--- src/rtl/param_delay_line.sv ---
// Multi-channel sample delay line with fill tracking, flush and a registered tap read port.
// Optional per-channel signed moving sum enabled by defining DELAY_LINE_SUM_EN.
module param_delay_line #(
   parameter int WIDTH    = 16,
   parameter int DEPTH    = 8,
   parameter int CHANNELS = 2,
   parameter int SELW     = 6
) (
   input  logic                          clk,
   input  logic                          reset,
   input  logic                          rxstrobe,
   input  logic                          flush,
   input  logic [CHANNELS*WIDTH-1:0]     in_sample,
   output logic [CHANNELS*WIDTH-1:0]     out_sample,
   output logic                          out_valid,
   output logic [$clog2(DEPTH+1)-1:0]    fill,
   input  logic [SELW-1:0]               sel,
   input  logic [1:0]                    ch,
   input  logic                          rd_en,
   output logic [WIDTH-1:0]              data,
   output logic                          data_valid,
   output logic                          sel_err
`ifdef DELAY_LINE_SUM_EN
   ,
   output logic [CHANNELS*(WIDTH+$clog2(DEPTH))-1:0] sum
`endif
);

   localparam int FW = $clog2(DEPTH+1);
   localparam int SW = WIDTH + $clog2(DEPTH);

   logic [WIDTH-1:0] taps [CHANNELS][DEPTH];
   logic [WIDTH-1:0] rd_word_p0;
   logic             rd_bad_p0;
   logic [WIDTH-1:0] data_p1;
   logic             vld_p1;
   logic             err_p1;

   function automatic logic [FW-1:0] fill_inc(input logic [FW-1:0] f);
      return (f == FW'(DEPTH)) ? f : f + 1'b1;
   endfunction

   // Stage p0: sample storage and fill count
   always_ff @(posedge clk or negedge reset) begin
      if (!reset) begin
         for (int c = 0; c < CHANNELS; c++)
            for (int k = 0; k < DEPTH; k++)
               taps[c][k] <= '0;
         fill <= '0;
      end else if (flush) begin
         for (int c = 0; c < CHANNELS; c++)
            for (int k = 0; k < DEPTH; k++)
               taps[c][k] <= '0;
         fill <= '0;
      end else if (rxstrobe) begin
         for (int c = 0; c < CHANNELS; c++) begin
            for (int k = DEPTH-1; k > 0; k--)
               taps[c][k] <= taps[c][k-1];
            taps[c][0] <= in_sample[c*WIDTH +: WIDTH];
         end
         fill <= fill_inc(fill);
      end
   end

   for (genvar g = 0; g < CHANNELS; g++) begin : g_out
      assign out_sample[g*WIDTH +: WIDTH] = taps[g][DEPTH-1];
   end

   assign out_valid = (fill == FW'(DEPTH));

   always_comb begin
      rd_word_p0 = '0;
      rd_bad_p0  = (32'(sel) >= DEPTH) || (32'(ch) >= CHANNELS);
      for (int c = 0; c < CHANNELS; c++)
         for (int k = 0; k < DEPTH; k++)
            if (ch == 2'(c) && sel == SELW'(k))
               rd_word_p0 = taps[c][k];
   end

   // Stage p1: registered tap read; sees contents before this edge's shift or flush
   always_ff @(posedge clk or negedge reset) begin
      if (!reset) begin
         data_p1 <= '0;
         vld_p1  <= 1'b0;
         err_p1  <= 1'b0;
      end else begin
         vld_p1 <= rd_en;
         err_p1 <= rd_en & rd_bad_p0;
         if (rd_en)
            data_p1 <= rd_bad_p0 ? '0 : rd_word_p0;
      end
   end

   assign data       = data_p1;
   assign data_valid = vld_p1;
   assign sel_err    = err_p1;

`ifdef DELAY_LINE_SUM_EN
   logic signed [SW-1:0] sums_p1 [CHANNELS];

   function automatic logic signed [SW-1:0] sext(input logic [WIDTH-1:0] x);
      return SW'($signed(x));
   endfunction

   // Stage p1: running sum tracks the tap contents in lockstep
   always_ff @(posedge clk or negedge reset) begin
      if (!reset) begin
         for (int c = 0; c < CHANNELS; c++)
            sums_p1[c] <= '0;
      end else if (flush) begin
         for (int c = 0; c < CHANNELS; c++)
            sums_p1[c] <= '0;
      end else if (rxstrobe) begin
         for (int c = 0; c < CHANNELS; c++)
            sums_p1[c] <= sums_p1[c] + sext(in_sample[c*WIDTH +: WIDTH])
                          - sext(taps[c][DEPTH-1]);
      end
   end

   for (genvar g = 0; g < CHANNELS; g++) begin : g_sum
      assign sum[g*SW +: SW] = sums_p1[g];
   end
`endif

endmodule
--- config.mk ---
export PLATFORM = sky130hd
export DESIGN_NAME = param_delay_line
export DESIGN_NICKNAME = d
export VERILOG_FILES = /design/src/rtl/param_delay_line.sv
export SDC_FILE = /design/constraint.sdc
export NUM_CORES = 1
export LEC_CHECK = 0
export BUFFER_PORTS_ARGS = -buffer_cell sky130_fd_sc_hd__buf_2
export CORE_UTILIZATION = 33
export DETAILED_ROUTE_END_ITERATION = 10
export PLACE_DENSITY = 0.58
export SLEW_MARGIN = 20
export SYNTH_ARGS = -nofsm -noshare
export SYNTH_HDL_FRONTEND = slang
export SYNTH_SLANG_ARGS = --single-unit
--- constraint.sdc ---
create_clock -name clk -period 1.5 [get_ports clk]
set_input_delay 0.075 -clock clk [delete_from_list [all_inputs] [get_ports clk]]
set_output_delay 0.075 -clock clk [all_outputs]
set_load 0.1 [all_outputs]
After elaboration in Yosys (flattened, before gate mapping). Cells that the tools add are included.

Register bits: 278. Logic and storage cells: 77.

Add/sub/neg operators: 1. Order comparisons: 2. Equality and inequality tests: 10. Multiplexer cells: 22. Bitwise operators: 1. Reduce and logical (&&, ||, !) cells: 21.

Operators with widths (count): 256-bit two-way mux (2); 16-bit two-way mux (17); 6-bit by 3-bit == test with 1-bit output, second input constant (4); 1-bit logical AND (16); 6-bit by 2-bit == test with 1-bit output, second input constant (2); 4-bit two-way mux (3); 6-bit by 1-bit == test with 1-bit output, second input constant (1); 6-bit by 4-bit greater-or-equal comparator with 1-bit output, second input constant (1); 6-bit logical NOT (1); 4-bit by 1-bit adder with 4-bit output, second input constant (1); 4-bit == test, second input constant (1); 2-bit by 1-bit == test with 1-bit output, second input constant (1); 2-bit greater-or-equal comparator, second input constant (1); 2-bit logical NOT (1); 2-bit != test, second input constant (1); 2-bit AND reduction (1); 2-bit nonzero test (1); 1-bit bitwise AND (1); 1-bit logical OR (1).

Longest topological paths before layout.
Depth in word-level cells: 19. Mapped depth: 9. Gate-level depth less buffers: 7.

Least setup slack after synthesis. Ideal clock, no wire load.

Path kind: reg2out. Start: register fill[0]. End: output port out_valid. Data arrival time: 2.468 ns. Data required time: 1.425 ns. Slack: -1.043 ns. Cell stages (with the launch flop): 5. Buffers on the path: 0. Path through: dfrtp_1 inv_1 ha_1 nand2_1 nor2_1.

Word-level cells in the longest chain between the ends: 1.

RTL lines: from (decl) (RTL line 16) `output logic [$clog2(DEPTH+1)-1:0] fill,`; from (signal assigned) (RTL line 61) `fill <= fill_inc(fill);`; 4-bit == test (RTL line 69) `assign out_valid = (fill == FW'(DEPTH));`; to (decl) (RTL line 15) `output logic out_valid,`.

Every way passes these cells.

Final worst setup path.
Start: register taps[220] in the netlist's numbering. End: register data_p1[12], in the netlist data[12].

Word-level cells in the longest chain between the ends: 15.

RTL lines: from (decl) (RTL line 32) `logic [WIDTH-1:0] taps [CHANNELS][DEPTH];`; from (signal, indexed assignment) (RTL line 58) `taps[c][k] <= taps[c][k-1];`; from (signal, indexed assignment) (RTL line 59) `taps[c][0] <= in_sample[c*WIDTH +: WIDTH];`; 16-bit two-way mux (14 in a row) (RTL line 76) `if (ch == 2'(c) && sel == SELW'(k))`; 16-bit two-way mux (RTL line 90) `data_p1 <= rd_bad_p0 ? '0 : rd_word_p0;`; to (signal assigned) (RTL line 90); to (decl) (RTL line 35) `logic [WIDTH-1:0] data_p1;`.

Every way passes these cells. A chain may end at the register's enable or synchronous reset.

==> run summary <==
The total of endpoints with negative setup slack in the final report came out at 9. In this run the cell area of the synthesized design comes to 13900 um2. In this run the horizontal extent of the chip is 207 um. After detailed placement, the total cell area comes to 17000 um2. For the number of pins with negative max-slew slack in the final report, the log shows 0. The maximum vdd drop came out at 0.901 mV. For this block, the via count after detailed routing is 11524. The synthesized design contains 0 enable-type register cells.

The die covers 42900 um2. Of the post-synthesis cell area, the part taken by muxes is 22.9%. After detailed routing, the number of remaining DRC violations is 7. The area share of the largest cell type after synthesis is 50.1%, and the arrival time of the worst setup path is 2470 ps. The antenna diode instance count came out at 0. In this run, CTS created clock tree buffers numbering 30. By count the netlist is led by 296 x nor2_1, 287 x mux2i_1, 278 x dfrtp_1. The startpoint of the most critical register-to-register path is taps[220]. Counting distinct cell types in the post-synthesis netlist gives 68.

TritonCTS built the clock tree. With fillers left out, the area of the finished cells amounts to 19000 um2. The startpoint type of the worst setup path was a flop.

The final reports fail on DRC, setup timing. The total count of hold-check failures in the final report is 0. The dominant register cell in the synthesized netlist was dfrtp_1.

The synthesized design spends more area on one cell type than any other, namely dfrtp_1. In the synthesized netlist the async set-or-reset flop fraction comes to 100%. At the end of the flow, the number of nets in the layout was 1714. The worst clock skew on the final layout was 10.0 ps. The area inside the core boundary is 41200 um2, and the total of flip-flops plus latches after synthesis is 278.

The tools report the slack of the worst reg-to-reg path as -520 ps. Setup repair after global routing could not meet its margin everywhere. The analysis attributes to cell leakage a power of 9.42 nW. After detailed routing, the number of vias per cell comes to 5.19. Entering global routing, the biggest net connects 75 pins. The initial cell density of the core came out at 33.7%. During I/O placement, the number of pins put on the boundary was 100. The logs give 1328 for the post-synthesis instance total and 74 for the number of rows in the core area. By startpoint and endpoint, the worst setup path is classified as flop to flop.

Number of detailed-routing iterations run before antenna repair: 9. The post-route netlist has 32.3% of its cells at a drive strength greater than 1. After synthesis, flip-flops and latches occupy 50.1% of the total area. Detailed placement ended at an HPWL of 36000 um. Counting I/O delays and the setup requirement, the final critical path takes 2020 ps.

Counting instances, the worst hold path has a depth of 5. By instance count, the leading cell after synthesis is nor2_1. At the end of routability-driven placement, the weighted congestion stood at 0.965.

The multi-input logic area was 6670 um2; the simple-gate area share of the yosys netlist was 12.8%. Data on the critical path is required at its endpoint by 1950 ps. Measured against its own limit, the worst slew margin works out to 65.0%. For hold timing, the worst endpoint is data[13]. The run gives 11801 as the number of global-route vias before repair. The logs give 1375 for the synthesized netlist net count and 46.0% for the final core utilization. At the later pin of the worst-skew pair, clock insertion delay measures 570 ps. The number of cells on the worst reg-to-reg path is 6.

Summing the areas of all compound-gate instances in the mapped netlist gives 9.12% of the synthesized area. After the first detailed-routing iteration, the DRC count stood at 1007. For the pin with the worst max-slew slack, the measured transition is 525 ps.

The launch point of the worst hold path is sel[4]. The tools report the final wirelength as 48100 um. The per-instance average area after synthesis works out to 10.5 um2. The adder-cell share of the synthesized area is 0.180%. The share of the cycle needed by the critical path after routing is 135%, and the die extent in y is 207 um. The growth of design area from synthesis to finish came out at 36.6%. The port buffer count was 99. The xor and xnor area share after synthesis was 0.189%. Derived from the worst setup path, the maximum achievable clock frequency is 0.495 GHz.

The tree is rooted in a clkbuf_16. The layout has 3859 filler cells. After synthesis, the cell types taking the most area are dfrtp_1 50%, mux2i_1 21%, nor2_1 8.0%, buf_4 1.7%, o21ai_0 1.4%. For this run, the total global-route usage over all layers was measured as 22.5%.

Max-cap violations in this run came to 0. The completed layout was analyzed and its total power is 17.7 mW. The endpoint identified for the worst register-to-register timing path is data[12]. The ratio of total power to cell area came out at 931 nW/um2.

Clock sink total: 278. After global routing the overflow that remains totals 0. In the final routed layout, each cell accounts on average for 21.6 um. Clock-pin slew was measured on the worst setup and hold paths at 60 ps. The capturing element type of the critical path is a flop.

The first-pass GRT wire length came out at 74000 um. The final worst setup slack was -522 ps; the maximum root-to-sink buffer count was 3. The run finished, with violations left.

By area, the combinational part of the netlist is dominated by multiplexers. The number of antenna violations at the first check in global routing was 0; the largest fanout on the critical path was 2. The storage element area is 6970 um2, and the number of warnings printed during yosys synthesis is 0. The number of nets with antenna violations after routing is 0.

In this run the worst hold path is classified as input pin to flop. The number of H-tree levels was 1.
[logic make-up (layout without fill, tap and decap cells)]
| group | Yosys count | after routing |
|---|---|---|
| adders and majority gates | 2 | 2 |
| DFF | 278 | 278 |
| AOI/OAI and AO/OA | 183 | 183 |
| muxes | 309 | 309 |
| and+or+nand+nor | 416 | 416 |
| buffers and inverters | 137 | 498 |
| xor gates and xnor gates | 3 | 3 |
[how the worst max path moves through the flow]
stage                    from        to  slack (ps)
finish              taps[220]  data[12]        -520
global route        taps[220]  data[12]        -680
detailed placement     sel[2]  data[14]        -990
global placement       sel[2]  data[14]       -1010
floorplan              sel[5]  data[15]        -330
CTS                 taps[220]  data[12]        -540
[power breakdown]
group	internal (mW)	switching, mW	total, mW
Clock	4.92	3.09	8.01
Sequential	7.61	0.118	7.73
Combinational	0.827	1.10	1.92
[layout by cell type, fill, tap and decap left out, drive strengths merged, types with 5 or more instances in the layout]
| cell type | count |
|---|---|
| o22ai | 10 |
| a21oi | 38 |
| dfrtp | 278 |
| mux2i | 287 |
| o2bb2ai | 5 |
| nand3 | 9 |
| a222oi | 6 |
| a22oi | 12 |
| a2bb2oi | 5 |
| o21ai | 39 |
| a221oi | 12 |
| a31oi | 6 |
| clkbuf | 50 |
| buf | 384 |
| nor2 | 297 |
| nor2b | 10 |
| mux2 | 17 |
| nand2b | 6 |
| nand2 | 40 |
| mux4 | 5 |
| nor3 | 20 |
| or3 | 5 |
| inv | 10 |
| bufinv | 5 |
| dlygate4sd3 | 39 |
| clkinv | 8 |
[metal layers]
| metal | track usage (%) | up-vias | part of all wire [%] |
|---|---|---|---|
| li1 | - | 5342 | - |
| met1 | 29.8 | 5802 | 44 |
| met2 | 37.9 | 306 | 48 |
| met3 | 2.94 | 74 | 4.0 |
| met4 | 7.72 | 0 | 3.7 |
| met5 | 0 | - | 0 |
[cell type report]
cell class / count / share of cell area [%]
timing repair buffer: 434 / 18.6
sequential: 278 / 36.8
multi-input combinational: 913 / 35.2
inverter: 10 / 0.224
clock buffer: 40 / 4.59
tap: 532 / 3.51
clock inverter: 14 / 1.10
[flip-flops by register name (all words and copies together), names as in the netlist]
signal	cells
taps	224
fill	4
out_sample	32
data_valid	1
sel_err	1
data	16
[stage by stage]
stage | cells | setup TNS [ps] | worst slack, ps | hold WS, ps
final | 2221 | -1660 | -522 | 47.5
after global routing | 2221 | -2260 | -678 | 66.5
after CTS | 2215 | -1840 | -545 | 20.4
after detailed placement | 2117 | -9260 | -987 | -42.9
after global placement | 2117 | -9040 | -1010 | -43.1
after floorplan | 1328 | -1990 | -333 | -221
[repair_timing]
item                                   in CTS  in global routing
setup endpoints to repair                  45                 27
endpoints found under the hold margin     345                  0
hold buffers                               41                  0
gates resized for setup                    81                 38
setup buffers                               5                  8
pin swaps                                  28                 28
[critical path, stage by stage, from the launching register on]
cell and delay [ps]:
dfrtp_1 390, nor4b_2 210, o32ai_1 140, a222oi_1 490
o2111ai_2 200, a222oi_1 350, o2bb2ai_1 110
(Power assumes the default switching activity.)
